File: config.mk
export PLATFORM = sky130hd
export DESIGN_NAME = adc_byte_tx_flat
export DESIGN_NICKNAME = d
export VERILOG_FILES = /design/src/rtl/adc_tx_pkg.sv /design/src/rtl/adc_byte_tx_if.sv /design/src/rtl/tx_baud_counter.sv /design/src/rtl/adc_byte_tx.sv /design/src/flat_wrapper.sv
export SDC_FILE = /design/constraint.sdc
export NUM_CORES = 1
export LEC_CHECK = 0
export CAP_MARGIN = 20
export CORE_ASPECT_RATIO = 0.5
export CORE_MARGIN = 5
export CORE_UTILIZATION = 45
export DETAILED_ROUTE_END_ITERATION = 6
export GPL_TIMING_DRIVEN = 0
export PLACE_DENSITY = 0.7
export REMOVE_ABC_BUFFERS = 1
export SKIP_CTS_REPAIR_TIMING = 1
export SYNTH_ARGS = -nofsm -noshare
export SYNTH_HDL_FRONTEND = slang
export SYNTH_SLANG_ARGS = --single-unit
File: constraint.sdc
create_clock -name clk -period 2.7 [get_ports clk]
set_clock_uncertainty 0.05 [all_clocks]
set_input_delay 0.81 -clock clk [delete_from_list [all_inputs] [get_ports clk]]
set_output_delay 0.81 -clock clk [all_outputs]
set_load 0.005 [all_outputs]
File: src/rtl/adc_tx_pkg.sv
// Shared definitions for the ADC byte serialiser: state encoding,
// frame geometry, counter width and the default bit period.
package adc_tx_pkg;

    // 50 MHz clock / 115200 baud
    localparam int CLKS_PER_BIT_DEF = 434;

    // start + 8 data + stop
    localparam int FRAME_BITS = 10;

    // Wide enough for bit periods up to 65535 clocks
    localparam int CNT_W = 16;

    typedef logic [1:0] state_t;

    localparam state_t ST_IDLE  = 2'd0;
    localparam state_t ST_START = 2'd1;
    localparam state_t ST_DATA  = 2'd2;
    localparam state_t ST_STOP  = 2'd3;

    // The ADC presents its bits active-low; optionally restore sense.
    function automatic logic [7:0] prep_byte(
        input logic [7:0] b,
        input bit         inv
    );
        return inv ? ~b : b;
    endfunction

endpackage

File: src/rtl/adc_byte_tx_if.sv
// Valid/ready byte handshake into the serialiser.
// Ports: tx_data[7:0], tx_valid (producer -> tx), tx_ready (tx -> producer).
interface adc_byte_tx_if;

    logic [7:0] tx_data;
    logic       tx_valid;
    logic       tx_ready;

    modport master (
        output tx_data,
        output tx_valid,
        input  tx_ready
    );

    modport slave (
        input  tx_data,
        input  tx_valid,
        output tx_ready
    );

endinterface

File: src/rtl/tx_baud_counter.sv
// Bit-period counter: counts 0..CLKS_PER_BIT-1 and wraps.
// Ports: clk, rst (sync, active-high), clear; tick at the last count,
// pre_tick one count earlier so downstream outputs can be registered.
module tx_baud_counter
    import adc_tx_pkg::*;
#(
    parameter int CLKS_PER_BIT = CLKS_PER_BIT_DEF
) (
    input  logic clk,
    input  logic rst,
    input  logic clear,
    output logic tick,
    output logic pre_tick
);

    localparam logic [CNT_W-1:0] LAST = CNT_W'(CLKS_PER_BIT - 1);
    localparam logic [CNT_W-1:0] PRE  = CNT_W'(CLKS_PER_BIT - 2);

    logic [CNT_W-1:0] count_q;
    logic [CNT_W-1:0] count_d;

    assign tick     = (count_q == LAST);
    assign pre_tick = (count_q == PRE);

    always_comb begin
        count_d = count_q + CNT_W'(1);
        if (clear || tick) begin
            count_d = '0;
        end
    end

    always_ff @(posedge clk) begin
        if (rst) begin
            count_q <= '0;
        end else begin
            count_q <= count_d;
        end
    end

endmodule

File: src/rtl/adc_byte_tx.sv
// ADC sample byte to 8N1 serial line transmitter.
// Ports: clk, rst (sync, active-high), bus (valid/ready byte in),
// tx (serial out, idle high), busy (frame active), done (end pulse).
module adc_byte_tx
    import adc_tx_pkg::*;
#(
    parameter int CLKS_PER_BIT = CLKS_PER_BIT_DEF,
    parameter bit INVERT_DATA  = 1'b1
) (
    input  logic         clk,
    input  logic         rst,
    adc_byte_tx_if.slave bus,
    output logic         tx,
    output logic         busy,
    output logic         done
);

    state_t     state_q, state_d;
    logic [7:0] shreg_q, shreg_d;
    logic [2:0] idx_q, idx_d;
    logic       tx_q, tx_d;
    logic       ready_q, ready_d;
    logic       busy_q, busy_d;
    logic       done_q, done_d;

    logic bit_tick;
    logic bit_pre_tick;
    logic cnt_clear;

    tx_baud_counter #(
        .CLKS_PER_BIT (CLKS_PER_BIT)
    ) u_baud (
        .clk      (clk),
        .rst      (rst),
        .clear    (cnt_clear),
        .tick     (bit_tick),
        .pre_tick (bit_pre_tick)
    );

    assign bus.tx_ready = ready_q;
    assign tx           = tx_q;
    assign busy         = busy_q;
    assign done         = done_q;

    always_comb begin
        state_d   = state_q;
        shreg_d   = shreg_q;
        idx_d     = idx_q;
        tx_d      = tx_q;
        ready_d   = ready_q;
        busy_d    = busy_q;
        done_d    = 1'b0;
        cnt_clear = 1'b0;

        unique case (state_q)
            ST_IDLE: begin
                // Holding the counter at zero while idle means the
                // start bit gets a full period from acceptance.
                cnt_clear = 1'b1;
                ready_d   = 1'b1;
                tx_d      = 1'b1;
                busy_d    = 1'b0;
                if (ready_q && bus.tx_valid) begin
                    shreg_d = prep_byte(bus.tx_data, INVERT_DATA);
                    idx_d   = 3'd0;
                    tx_d    = 1'b0;
                    busy_d  = 1'b1;
                    ready_d = 1'b0;
                    state_d = ST_START;
                end
            end
            ST_START: begin
                if (bit_tick) begin
                    tx_d    = shreg_q[0];
                    state_d = ST_DATA;
                end
            end
            ST_DATA: begin
                if (bit_tick) begin
                    if (idx_q == 3'd7) begin
                        tx_d    = 1'b1;
                        state_d = ST_STOP;
                    end else begin
                        idx_d   = idx_q + 3'd1;
                        shreg_d = {1'b0, shreg_q[7:1]};
                        tx_d    = shreg_q[1];
                    end
                end
            end
            ST_STOP: begin
                // Registered done lands in the last stop-bit cycle.
                done_d = bit_pre_tick;
                if (bit_tick) begin
                    busy_d  = 1'b0;
                    ready_d = 1'b1;
                    state_d = ST_IDLE;
                end
            end
        endcase
    end

    always_ff @(posedge clk) begin
        if (rst) begin
            state_q <= ST_IDLE;
            shreg_q <= '0;
            idx_q   <= '0;
            tx_q    <= 1'b1;
            ready_q <= 1'b0;
            busy_q  <= 1'b0;
            done_q  <= 1'b0;
        end else begin
            state_q <= state_d;
            shreg_q <= shreg_d;
            idx_q   <= idx_d;
            tx_q    <= tx_d;
            ready_q <= ready_d;
            busy_q  <= busy_d;
            done_q  <= done_d;
        end
    end

endmodule

File: src/flat_wrapper.sv
// flat-port wrapper written by rule: the top's interface ports become plain ports
module adc_byte_tx_flat import adc_tx_pkg::*;
#(
    parameter int CLKS_PER_BIT = CLKS_PER_BIT_DEF,
    parameter bit INVERT_DATA  = 1'b1
)
  (clk, rst, tx, busy, done, bus_tx_data, bus_tx_valid, bus_tx_ready);
  adc_byte_tx_if bus_i ();
  input  logic clk;
  input  logic rst;
  output logic tx;
  output logic busy;
  output logic done;
  input wire logic [$bits(bus_i.tx_data)-1:0] bus_tx_data;
  input wire logic [$bits(bus_i.tx_valid)-1:0] bus_tx_valid;
  output wire logic [$bits(bus_i.tx_ready)-1:0] bus_tx_ready;
  assign bus_i.tx_data = bus_tx_data;
  assign bus_i.tx_valid = bus_tx_valid;
  assign bus_tx_ready = bus_i.tx_ready;
  adc_byte_tx #(.CLKS_PER_BIT(CLKS_PER_BIT), .INVERT_DATA(INVERT_DATA)) u_core (.clk(clk), .rst(rst), .bus(bus_i), .tx(tx), .busy(busy), .done(done));
endmodule
# Word-level counts from Yosys, hierarchy flattened
# Cells that the tools add are included.
dict set report classes {
  bitwise 2
  n_mux 25
  eq_ne 12
  n_reduce_logical 12
  add_sub_neg 2
}
# cell count
set ops {}
lappend ops {{== test 16 x 9 -> 1 bit, second input constant} 2}
lappend ops {{2-to-1 mux 8 bit} 3}
lappend ops {{adder 16 x 1 -> 16 bit, second input constant} 1}
lappend ops {{case mux 8 bit (2 select lines)} 1}
lappend ops {{2-to-1 mux 2 bit} 5}
lappend ops {{2-to-1 mux 3 bit} 3}
lappend ops {{2-to-1 mux 1 bit} 8}
lappend ops {{inequality test 2 bit, second input constant} 4}
lappend ops {{NOT 8 bit} 1}
lappend ops {{case mux 2 bit (4 select lines)} 1}
lappend ops {{case mux 3 bit (2 select lines)} 1}
lappend ops {{AND reduction 5 bit} 1}
lappend ops {{== test 2 bit, second input constant} 2}
lappend ops {{inequality test 2 x 1 -> 1 bit, second input constant} 2}
lappend ops {{case mux 1 bit (2 select lines)} 2}
lappend ops {{AND reduction 4 bit} 1}
lappend ops {{nonzero test 2 bit} 2}
lappend ops {{OR reduction 2 bit} 2}
lappend ops {{adder 3 x 1 -> 3 bit, second input constant} 1}
lappend ops {{== test 3 bit, second input constant} 1}
lappend ops {{case mux 1 bit (3 select lines)} 1}
lappend ops {{AND reduction 3 bit} 1}
lappend ops {{nonzero test 3 bit} 1}
lappend ops {{== test 2 x 1 -> 1 bit, second input constant} 1}
lappend ops {{other kinds (5)} 5}
dict set report word_totals {
  word_cells 61
  regBits 33
  out_inout_bits 4
  inputBits 11
}

# Logic depth before layout (Yosys ltp)
dict set report depth {
  word_depth 4
  depth_mapped 9
  ltp_nobuf 6
}

# Hierarchy
# From an unflattened synthesis, not the netlist that was laid out.
dict set report hier_totals {
  hier_cells 197
  hier_area_um2 1776.7
}
# module area_each_um2 n_inst cells_per_inst
set modules_own_cells {}
lappend modules_own_cells {adc_byte_tx 979.7 1 109}
lappend modules_own_cells {tx_baud_counter 797.0 1 88}

# Least setup slack after synthesis
# OpenSTA, ideal clock, no wires.
dict set report synth_timing {
  kind {input to register}
  startpoint {in bus_tx_valid}
  endpoint {reg u_core.shreg_q[2]}
  setup_ps 62
  cell_stages 4
  t_required_ps 2588
  path_slack_ps 785
  t_arrival_ps 1803
  path_cell_list {nand3_1 > a21o_1 > or4_1 > nand3_1}
}
dict set report synth_via {
  elab_chain_len 3
}
# item line_no
set synth_lines {}
lappend synth_lines {{from (decl)} flat_wrapper.sv:15} ;# input wire logic [$bits(bus_i.tx_valid)-1:0] bus_tx_valid;
lappend synth_lines {{logical AND 1 bit} adc_byte_tx.sv:63} ;# if (ready_q && bus.tx_valid) begin
lappend synth_lines {{inequality test 2 x 1 -> 1 bit (no source line)} -}
lappend synth_lines {{AND reduction 4 bit (no source line)} -}
lappend synth_lines {{to (signal assigned)} adc_byte_tx.sv:113} ;# shreg_q <= shreg_d;
lappend synth_lines {{to (decl)} adc_byte_tx.sv:19} ;# logic [7:0] shreg_q, shreg_d;
# Every way passes these cells.
# A chain may end at the register's enable or synchronous reset.

# Worst setup path after layout
dict set report layout_timing {
  startpoint {in bus_tx_valid}
  endpoint {reg u_core.shreg_q[5]}
}
# The elaborated chain is that of the path after synthesis.

==> flow_summary.ini <==
[run_status]
status = finished, final reports clean

[cells_and_area]
postLayoutCoreUtil = 0.529
final.fill_count = 392
drive_gt1_frac = 0.0378
diodes = 0
synthToLayoutAreaGrowth_pct = 11.2
fin_nets = 257

[yosys]
synth_top_area_frac = 0.346
yosys.cell_types.count = 39
yosysMostFrequentCell = dfxtp_1
synthCells = 231
async_flop_share = 0
synth_area_leader_cell = dfxtp_1
synthTopCellsByCount = dfxtp_1, nor2_1, a21oi_1
synth.avg_cell_area_um2 = 8.25
synth_flop_cell = dfxtp_1
ys_seq_area_frac = 0.346
synth_edf_count = 0
syn_area_um2 = 1910
ys_seq_elements = 33
ys_warn_count = 0
yosys-top-cells-area = dfxtp_1, ha_1, nor2_1, a21oi_1, xor2_1

[sta]
period_minus_slack_ns = 2.55
period_share = 0.943
maxSlewViolCount = 0
rsz0062_at_grt = no
setup_viol = 0
worst_pin_slew_ns = 1.03
hold_violations = 0
fin_ws_ns = 0.153
fmax_ghz = 0.393
slew_headroom = 0.309

[grt]
grt_pass1_vias = 1530
grt_use_total = 0.143
grt_pass1_wl_um = 6680
antenna_found_initial = 0
grt_max_degree = 34
grt_overflow = 0

[placed_design]
hpwl_um = 2610
port_buffers = 14
place_ws_ns = -0.194
place.gp.congestion = 0.778

[clock_network]
tritoncts = yes
cts_buffer_depth = 2
cts_sinks = 33
path_clk_slew_ns = 0.07
cts_made_buffers = 5
root_buffer = clkbuf_8
cts_htree_levels = 2
clkLatencyLatePin_ns = 0.29

[routing]
ant_nets = 0
drc = 0
routed_via_density = 5.55
routed_wl_um = 3890
dr.pass1.iters = 4
num_vias = 1621
initialDrtViolationCount = 41
wl_per_cell_um = 13.3

[setup_path]
crit_chain = clkdlybuf4s50_1 -> nand3_1 -> a21o_1 -> or4_1 -> nand3_1
worst_setup_path_end_kind = flip-flop
crit_type = in -> reg
crit_slowest_cell = or4_1
slowest_delay_ns = 0.54
crit_fanout = 19
worstPathRequired_ns = 2.88
start_kind = input pin
arrival_ns = 2.73
path_common_cell = nand3_1

[run]
maxCapViolCount = 0

[power]
power_density_nw_per_um2 = 732
power.total_mw = 1.55
vdd.ir_drop.worst_uv = 262
p_leak_nw = 0.747

[die]
die_y_um = 56.0
pin_count = 15
floorplan.initialDensity = 0.476
rows = 16
die_w_um = 102
core-area_um2 = 4000
dieArea_um2 = 5720

[hold_path]
holdCritPathClass = reg -> reg
==> report_power, final <==
group | switching, mW | leakage (nW) | internal, mW
clock | 0.176 | 0.0395 | 0.183
combinational | 0.336 | 0.439 | 0.240
sequential | 0.0517 | 0.268 | 0.566
total | 0.563 | 0.747 | 0.988
==> registers in the layout (all words and copies together) (netlist names) <==
signal,cells
u_core.u_baud.count_q,16
u_core.shreg_q,8
u_core.idx_q,3
u_core.state_q,2
u_core.bus.tx_ready,1
u_core.busy,1
u_core.done,1
u_core.tx,1
==> placed cells by master (no fill, tap or decap), drive strengths merged, types with 5 or more instances in the layout <==
cell,count
xnor2,6
a211oi,5
dfxtp,33
clkbuf,8
nand3,12
nor2,30
nand2,14
nand2b,5
nand4,9
or4,7
o21ai,6
clkdlybuf4s50,13
nor3b,8
ha,9
a21oi,15
xor2,8
nor4,11
inv,7
==> layout make-up <==
class / count / area, µm² / share of cell area
inverter: 7 / 26.3 / 0.0124
clock buffer: 8 / 80.1 / 0.0378
multi-input combinational: 176 / 1140 / 0.539
sequential: 33 / 661 / 0.312
timing repair buffer: 14 / 143 / 0.0673
tap: 54 / 67.6 / 0.0319
==> path summary, 6_finish.rpt <==
path | startpoint | to | slack [ns] | depth (start not counted)
max | bus_tx_valid | u_core.shreg_q[5]$_SDFFE_PP0P_ | 0.15 | 5
min | u_core.shreg_q[7]$_SDFFE_PP0P_ | u_core.shreg_q[7]$_SDFFE_PP0P_ | 0.44 | 2
max reg2reg | u_core.state_q[0]$_SDFFE_PP0P_ | u_core.shreg_q[5]$_SDFFE_PP0P_ | 0.24 | 6
min reg2reg | u_core.shreg_q[7]$_SDFFE_PP0P_ | u_core.shreg_q[7]$_SDFFE_PP0P_ | 0.44 | 2
==> logic make-up (layout without fill, tap and decap cells) <==
group	Yosys count	count (layout)	share of synthesized area
multiplexers	1	1	0.00525
buffers and inverters	22	29	0.0545
AO/OA/AOI/OAI	38	38	0.126
adder cells (fa/ha/maj)	9	9	0.0591
AND/OR/NAND/NOR	114	114	0.344
flip-flops	33	33	0.346
XOR/XNOR	14	14	0.0643
==> layer usage <==
metal  part of all wire  GRT usage
met1               0.48      0.178
met2               0.46      0.232
met3              0.043     0.0451
met4              0.011     0.0523
met5                  0          0
==> worst max-delay path, delay by kind of cell <==
| kind | cells | cell delay [ns] |
|---|---|---|
| AND/OR/NAND/NOR | 3 | 0.96 |
| buffers and inverters | 1 | 0.49 |
| AO/OA/AOI/OAI | 1 | 0.47 |
==> through the flow <==
stage,instances,setup TNS (ns),hold slack [ns],instance area (µm²)
floorplan,216,0,0.401,1830
global placement,284,-3.02,0.422,2040
detailed placement,284,-4.04,0.429,2040
CTS,292,0,0.439,2120
global route,292,0,0.453,2120
finish,292,0,0.439,2120
Power figures use the tool's default switching activity.
